$ cat config.mk
export PLATFORM = sky130hd
export DESIGN_NAME = instruction_fetch
export DESIGN_NICKNAME = d
export VERILOG_FILES = /design/src/rtl/instruction_fetch_pkg.sv /design/src/rtl/instruction_fetch_if_id_register.sv /design/src/rtl/instruction_fetch.sv
export SDC_FILE = /design/constraint.sdc
export NUM_CORES = 1
export LEC_CHECK = 0
export CAP_MARGIN = 20
export CORE_MARGIN = 2
export CORE_UTILIZATION = 30
export DETAILED_ROUTE_END_ITERATION = 8
export PLACE_DENSITY_LB_ADDON = 0.15
export SYNTH_ARGS = -nofsm -noshare
export SYNTH_HDL_FRONTEND = slang
export SYNTH_SLANG_ARGS = --single-unit
$ cat constraint.sdc
create_clock -name clk -period 2.81 [get_ports clk]
set_input_delay 0.4215 -clock clk [delete_from_list [all_inputs] [get_ports clk]]
set_output_delay 0.4215 -clock clk [all_outputs]
set_load 0.005 [all_outputs]
$ cat src/rtl/instruction_fetch_pkg.sv
// Shared types for the fetch stage: opcode constants, FSM states,
// and the IF/ID bundle.
package instruction_fetch_pkg;

  localparam int         DATA_SIZE = 16;
  localparam logic [3:0] OP_HALT   = 4'hF;

  typedef enum logic [1:0] {
    FETCH_BOOT   = 2'd0,
    FETCH_RUN    = 2'd1,
    FETCH_HALTED = 2'd2
  } fetch_state_e;

  typedef struct packed {
    logic [DATA_SIZE-1:0] instr;
    logic [DATA_SIZE-1:0] pc;
    logic [DATA_SIZE-1:0] pc_plus1;
    logic                 valid;
  } if_id_t;

endpackage

$ cat src/rtl/instruction_fetch_if_id_register.sv
// IF/ID pipeline register with bubble (highest), load and hold.
// A bubble clears instruction/valid and keeps the PC fields.
module if_id_register
  import instruction_fetch_pkg::*;
#(
  parameter logic [15:0] NOP_INSTR = 16'h0000
) (
  input  logic   clk,
  input  logic   rst_n,
  input  logic   load,
  input  logic   bubble,
  input  if_id_t d,
  output if_id_t q
);

  if_id_t reg_q;

  always_ff @(posedge clk or negedge rst_n) begin
    if (!rst_n) begin
      reg_q.instr    <= NOP_INSTR;
      reg_q.pc       <= '0;
      reg_q.pc_plus1 <= '0;
      reg_q.valid    <= 1'b0;
    end else if (bubble) begin
      reg_q.instr <= NOP_INSTR;
      reg_q.valid <= 1'b0;
    end else if (load) begin
      reg_q <= d;
    end
  end

  assign q = reg_q;

endmodule

$ cat src/rtl/instruction_fetch.sv
// Fetch stage: owns the PC and BOOT/RUN/HALTED FSM, feeds the
// asynchronous instruction memory and fills the IF/ID register.
module instruction_fetch
  import instruction_fetch_pkg::*;
#(
  parameter logic [15:0] RESET_PC  = 16'h0000,
  parameter logic [15:0] NOP_INSTR = 16'h0000
) (
  input  logic        clk,
  input  logic        rst_n,
  input  logic        load_mode,
  input  logic        stall,
  input  logic        branch_taken,
  input  logic [15:0] branch_target,
  output logic [15:0] imem_address,
  input  logic [15:0] imem_instruction,
  output logic [15:0] if_id_instruction,
  output logic [15:0] if_id_pc,
  output logic [15:0] if_id_pc_plus1,
  output logic        if_id_valid,
  output logic        halted
);

  fetch_state_e state_q, state_d;
  logic [15:0]  pc_q, pc_d;
  logic         load, bubble;
  if_id_t       cap, if_id;

  always_comb begin
    state_d      = state_q;
    pc_d         = pc_q;
    load         = 1'b0;
    bubble       = 1'b0;
    cap.instr    = imem_instruction;
    cap.pc       = pc_q;
    cap.pc_plus1 = pc_q + 16'd1;
    cap.valid    = 1'b1;
    unique case (state_q)
      FETCH_BOOT: begin
        bubble = 1'b1;
        pc_d   = RESET_PC;
        if (!load_mode) state_d = FETCH_RUN;
      end
      FETCH_RUN: begin
        if (load_mode) begin
          state_d = FETCH_BOOT;
          pc_d    = RESET_PC;
          bubble  = 1'b1;
        end else if (branch_taken) begin
          pc_d   = branch_target;
          bubble = 1'b1;
        end else if (!stall) begin
          load = 1'b1;
          // HALT is captured but the PC stays parked on it
          if (imem_instruction[15:12] == OP_HALT)
            state_d = FETCH_HALTED;
          else
            pc_d = pc_q + 16'd1;
        end
      end
      FETCH_HALTED: begin
        bubble = 1'b1;
        if (load_mode) begin
          state_d = FETCH_BOOT;
          pc_d    = RESET_PC;
        end else if (branch_taken) begin
          state_d = FETCH_RUN;
          pc_d    = branch_target;
        end
      end
      default: begin
        state_d = FETCH_BOOT;
        pc_d    = RESET_PC;
        bubble  = 1'b1;
      end
    endcase
  end

  always_ff @(posedge clk or negedge rst_n) begin
    if (!rst_n) begin
      state_q <= FETCH_BOOT;
      pc_q    <= RESET_PC;
    end else begin
      state_q <= state_d;
      pc_q    <= pc_d;
    end
  end

  if_id_register #(
    .NOP_INSTR (NOP_INSTR)
  ) u_if_id (
    .clk    (clk),
    .rst_n  (rst_n),
    .load   (load),
    .bubble (bubble),
    .d      (cap),
    .q      (if_id)
  );

  assign imem_address      = pc_q;
  assign if_id_instruction = if_id.instr;
  assign if_id_pc          = if_id.pc;
  assign if_id_pc_plus1    = if_id.pc_plus1;
  assign if_id_valid       = if_id.valid;
  assign halted            = (state_q == FETCH_HALTED);

endmodule

; Yosys cells after proc, flatten, opt, wreduce, memory -nomap -nowiden
; Cells that the tools add are included.
[op_classes]
addsub = 1
n_eq_ne = 10
mux = 25
bitwise = 1
n_reduce_logical = 5
[ops]
columns = operator, n
row1 = 16-bit two-way mux, 7
row2 = 49-bit two-way mux, 1
row3 = 16-bit one-hot mux with 2 select lines, 1
row4 = 16-bit by 1-bit adder with 16-bit output (second input constant), 1
row5 = 2-bit two-way mux, 7
row6 = 3-bit inequality test (second input constant), 4
row7 = 1-bit two-way mux, 8
row8 = 4-bit inequality test (second input constant), 2
row9 = 2-bit one-hot mux with 3 select lines, 1
row10 = 5-bit AND reduction, 1
row11 = 4-bit == test (second input constant), 1
row12 = 3-bit AND reduction, 1
row13 = 2-bit by 1-bit == test with 1-bit output (second input constant), 1
row14 = 2-bit == test (second input constant), 1
row15 = 2-bit zero test, 1
row16 = 2-bit inequality test (second input constant), 1
row17 = 2-bit AND reduction, 1
row18 = 2-bit nonzero test, 1
row19 = 1-bit NOT, 1
[word_totals]
reg_bits = 67
out_inout_bits = 66

; Logic depth before layout (Yosys ltp)
[logic_depth]
ltp_word = 6
ltp_mapped = 8
depth_no_buf = 6

; By module
; A second synthesis with hierarchy kept.
[hier_totals]
cells_unflattened = 302
area_unflattened_um2 = 3597.2
[by_module_without_submodules]
columns = mod, n_inst, cells_per_inst, area_per_inst_um2
row1 = if_id_register, 1, 124, 2045.7
row2 = instruction_fetch, 1, 178, 1551.5

; Least setup slack after synthesis
; OpenSTA, ideal clock, no wires.
[synth_timing]
path_kind = register to register
startpoint = register state_q[0]
endpoint = register pc_q[15] (netlist: imem_address[15])
setup_ns = 0.144
arrival_ns = 1.622
required_time_ns = 2.666
slack_ns = 1.043
stages_incl_launch_ff = 7
path_buffers = 0
path_cell_list = dfrtp_1 inv_1 ha_1 nor2_1 a2111o_1 nand2_1 o221ai_1
[synth_via]
elab_chain_len = 3
[synth_rtl]
columns = item, line
row1 = start: declaration, instruction_fetch.sv:24  ; fetch_state_e state_q, state_d;
row2 = start signal: assignment, instruction_fetch.sv:84  ; state_q <= state_d;
row3 = 2-bit == test *, n/a
row4 = net halted, instruction_fetch.sv:21  ; output logic halted
row5 = 3-bit inequality test (no line), n/a
row6 = 3-bit AND reduction (no line), n/a
row7 = end signal: assignment, instruction_fetch.sv:85  ; pc_q <= pc_d;
row8 = end: declaration, instruction_fetch.sv:25  ; logic [15:0] pc_q, pc_d;
; The timed path passes the listed nets; every way through them passes the cells marked *.
; A chain may end at the register's enable or synchronous reset.

; Worst setup path after layout
[layout_timing]
startpoint = register state_q[0]
endpoint = register pc_q[8] (netlist: imem_address[8])
[layout_via]
elab_chain_len = 3
[layout_rtl]
columns = item, line
row1 = 2-bit by 1-bit == test with 1-bit output or 2-bit == test (tied branches), instruction_fetch.sv:38  ; unique case (state_q)
row2 = 4-bit inequality test (no line) or 3-bit inequality test (tied branches), n/a
row3 = 3-bit AND reduction (no line), n/a
; Several ways; a longest one is shown, not always the timed one.

==> implementation parameters <==
Parameter                              Value

Yosys
  Synth Register Bits ... 67
  Share of synthesized area occupied by flip-flops and latches ... 0.489
  Synthesized netlist cell count ... 322
  Cell variety after synth ... 48
  Xor and xnor area share after synthesis ... 0.0357
  Post-synthesis async set-or-reset flop share ... 1.00
  Cells taking the most area after synthesis ... sky130_fd_sc_hd__dfrtp_1 (49%), sky130_fd_sc_hd__mux2_2 (4.9%), sky130_fd_sc_hd__mux2i_1 (4.7%)
  Synthesized area ... 3430 um2
  Avg Synthesized Cell Area ... between 10 and 15 um2
  Area share of and/or/nand/nor cells after synthesis ... 0.159
  Complex-gate fraction of the synthesized area ... 0.127
  Dominant combinational cell family by area after synthesis ... simple AND/OR/NAND/NOR gates
  EDFF count, synth ... 0
  Number of warnings printed during yosys synthesis ... 0
  Top cell type by total area after synthesis ... sky130_fd_sc_hd__dfrtp_1
  Fraction of synthesized area in multiplexers ... 0.0959
  Net count after synthesis ... 364
  Area share of the largest cell type after synthesis ... 0.489
  Share of synthesized cell area in full adder, half adder and majority cells ... 0.0182
  Flip-flop cell with the highest count after synthesis ... sky130_fd_sc_hd__dfrtp_1

Detailed routing
  Wire length reported by the detailed router ... slightly above 9000 um
  Number of vias per cell after detailed routing ... ~4.9
  Antenna violation net count after detailed routing ... 0
  Routed length per instance ... around 17 um
  Pre-Repair DR Iteration Count ... 4
  DRC violation count after routing ... 0
  DR vias ... 2743
  Count of routing violations after the opening detailed-route iteration ... 118

Clock tree
  Number of post-CTS setup repair buffers ... 0
  Number of levels in the clock H-tree ... 3
  Sink Count ... 67
  Root buffer cell ... sky130_fd_sc_hd__clkbuf_16
  Number of clock buffers inserted by TritonCTS ... 9
  Clock tree from TritonCTS ... built
  Count of cells resized by post-cts repair ... 0
  Worst-skew pair later-pin latency ... about 330 ps
  Max clock buf depth ... 2
  Post-CTS clock slew at the launch and capture registers of the worst setup and hold paths ... 60 ps
  Cts hold-fix bufs ... 0

Timing
  Number of hold violations in the final report ... 0
  Highest clock frequency the design can meet ... 468 MHz
  Number of setup violations in the final report ... 0
  Setup TNS ... 0 ps
  Tightest Pin Transition ... roughly 890 ps
  Unrepaired setup endpoints after global routing ... no
  Final worst-path cycle share ... 0.760
  Max Clock Skew ... 8.81 ps
  Rel. slew slack ... 0.407
  Setup slack of the critical path after layout ... around 670 ps
  Min Clock Period, post-route ... 2140 ps
  Final max-slew violation count ... 0

Pwr
  Part of the power in combinational logic ... 0.289
  Net Sw Frac ... 0.300
  Max IR drop VDD ... approximately 390 uV
  P_sw ... 1.05 mW
  Power density over the cells ... 739 nW/um2
  Sequential share of power ... 0.383
  Proportion of power drawn by the clock network ... 0.328
  Total internal power ... 2.46 mW
  P_leak ... 2.03 nW

Place
  Placed cell area ... 4460 um2
  Final weighted congestion in routability-driven placement ... about 0.76
  Place WS ... 401 ps
  Number of buffers inserted by port buffering ... 102
  Count of placed standard cells including taps ... 540
  Detail Placement HPWL ... 6510 um

Floorplan
  Standard-cell rows ... 39
  Chip width ... 111 um
  Vert. Die Dim ... 111 um
  Core Region ... 11300 um2
  Starting utilization of the core area ... 0.304
  IO Pins ... 103
  Total die area ... 12300 um2

Worst setup path
  Endpoint class of the critical path ... flop
  Maximum fanout along the worst path ... 8
  Data required, critical path ... 3000 ps
  Crit Path Category ... flop to flop
  CP arrival ... 2330 ps
  Crit path max-delay cell type ... sky130_fd_sc_hd__o311ai_0
  Crit-path max cell delay ... 420 ps
  Timing startpoint of the critical path ... state_q[0]
  Type of element launching the critical path ... flop
  Source of the worst register-to-register timing path ... state_q[0]
  Cell-by-cell trace of the critical path ... inv_1 > ha_1 > nor2_1 > a2111o_1 > nand3_1 > o311ai_0

GRT
  Largest net degree at the start of global routing ... 68
  Remaining Overflow, GRT ... 0
  Total GRT Usage ... 0.155
  Global-route wire length before repair ... 15000 um
  Antenna violations before repair ... 0
  Vias in the first global route ... 2791

Cells and area
  Final-stage net count ... 450
  Area taken by multi-input logic gates ... 1500 um2
  Area growth syn-to-layout ... 38.6%
  Final instance count without filler cells ... 556
  Number of antenna diodes ... 0
  Share of cells above drive strength 1 ... 0.119
  FF+latch area ... 1680 um2
  Count of fill cells added during filler insertion ... 1141
  Leading cell types in the layout, fill and taps excluded ... sky130_fd_sc_hd__clkdlybuf4s50_1 (101), sky130_fd_sc_hd__dfrtp_1 (67), sky130_fd_sc_hd__nor2_1 (40)
  Commonest non-fill, non-tap cell in the layout ... sky130_fd_sc_hd__clkdlybuf4s50_1
  Final Cell Area ... 4760 um2

Hold path
  Class of the most critical hold timing path ... input pin to asynchronous set/reset pin

Run status
  Status ... finished, final reports clean

Job
  Reported max-cap violation count ... 0
[Yosys cell counts (2+ instances only)]
master	count
sky130_fd_sc_hd__nor4_1	2
sky130_fd_sc_hd__a21oi_1	23
sky130_fd_sc_hd__nor4b_1	2
sky130_fd_sc_hd__buf_4	17
sky130_fd_sc_hd__and2_1	2
sky130_fd_sc_hd__a22oi_1	4
sky130_fd_sc_hd__a31oi_1	2
sky130_fd_sc_hd__nand4_4	2
sky130_fd_sc_hd__o21ai_0	19
sky130_fd_sc_hd__buf_6	3
sky130_fd_sc_hd__clkbuf_1	2
sky130_fd_sc_hd__nor3_1	5
sky130_fd_sc_hd__a211o_1	2
sky130_fd_sc_hd__nand3_1	8
sky130_fd_sc_hd__nand2b_1	2
sky130_fd_sc_hd__buf_2	13
sky130_fd_sc_hd__a32oi_1	2
sky130_fd_sc_hd__mux2_2	15
sky130_fd_sc_hd__nand4_1	2
sky130_fd_sc_hd__o311ai_0	3
sky130_fd_sc_hd__nand2_1	17
sky130_fd_sc_hd__xor2_1	4
sky130_fd_sc_hd__nor4_4	2
sky130_fd_sc_hd__mux2i_1	16
sky130_fd_sc_hd__inv_1	7
sky130_fd_sc_hd__ha_1	5
sky130_fd_sc_hd__o2bb2ai_1	4
sky130_fd_sc_hd__nor2_1	40
sky130_fd_sc_hd__and3_1	3
sky130_fd_sc_hd__dfrtp_1	67
sky130_fd_sc_hd__xnor2_1	10
[metal layers]
layer	part of all wire	global-route usage	up-vias	wire length, um
met5	0	0	-	0
met4	0.016	0.0517	0	150
met3	0.060	0.0388	11	558
met2	0.48	0.248	82	4390
met1	0.45	0.207	1349	4150
li1	-	-	1301	-
[logic make-up after synthesis]
| group | count (synthesis) |
|---|---|
| and+or+nand+nor | 96 |
| AOI/OAI and AO/OA | 67 |
| DFF | 67 |
| buffers and inverters | 42 |
| muxes | 31 |
| xor gates and xnor gates | 14 |
| adders and majority gates | 5 |
[flip-flops by register name, summed over array words and instances (netlist names)]
name	cells
state_q	2
imem_address	16
u_if_id.q	49
[cell type report]
cell class,instances,area share
Clock inverter,6,0.0134
Inverter,7,0.00552
Tap cell,143,0.0376
Clock buffer,10,0.0502
Timing Repair Buffer,110,0.227
Multi-Input combinational cell,213,0.314
Sequential cell,67,0.352
[power groups by stage]
stage | Combinational [mW] | Clock (mW) | Sequential [mW]
finish | 1.02 | 1.15 | 1.35
CTS | 1.03 | 1.18 | 1.35
global route | 1.12 | 1.22 | 1.38
floorplan | 0.495 | 0 | 1.33
detailed placement | 1.03 | 0 | 1.37
global placement | 1.02 | 0 | 1.36
[final timing paths]
check,cells past startpoint,to,slack [ps]
min in group clk,2,u_if_id.q[1],480
worst max-delay path,6,imem_address[8],670
worst min-delay path,1,u_if_id.q[33],200
worst min register to register,2,u_if_id.q[1],480
worst max register to register,6,imem_address[8],670
max in group asynchronous,1,u_if_id.q[9],2010
[critical path, delay by kind of cell, from the launching register on]
| family | cells | cell delay, ps |
|---|---|---|
| compound gates | 2 | 760 |
| fa+ha+maj | 1 | 280 |
| buf+inv | 1 | 80 |
| flops | 1 | 390 |
| simple gates | 2 | 510 |
[through the flow]
step / hold WS [ps] / utilization / power [mW]
finish: 203 / 0.422 / 3.51
global route: 273 / 0.422 / 3.72
CTS: 254 / 0.422 / 3.56
detailed placement: 474 / 0.395 / 2.39
global placement: 464 / 0.395 / 2.38
floorplan: 126 / - / 1.82
Power figures use the tool's default switching activity.
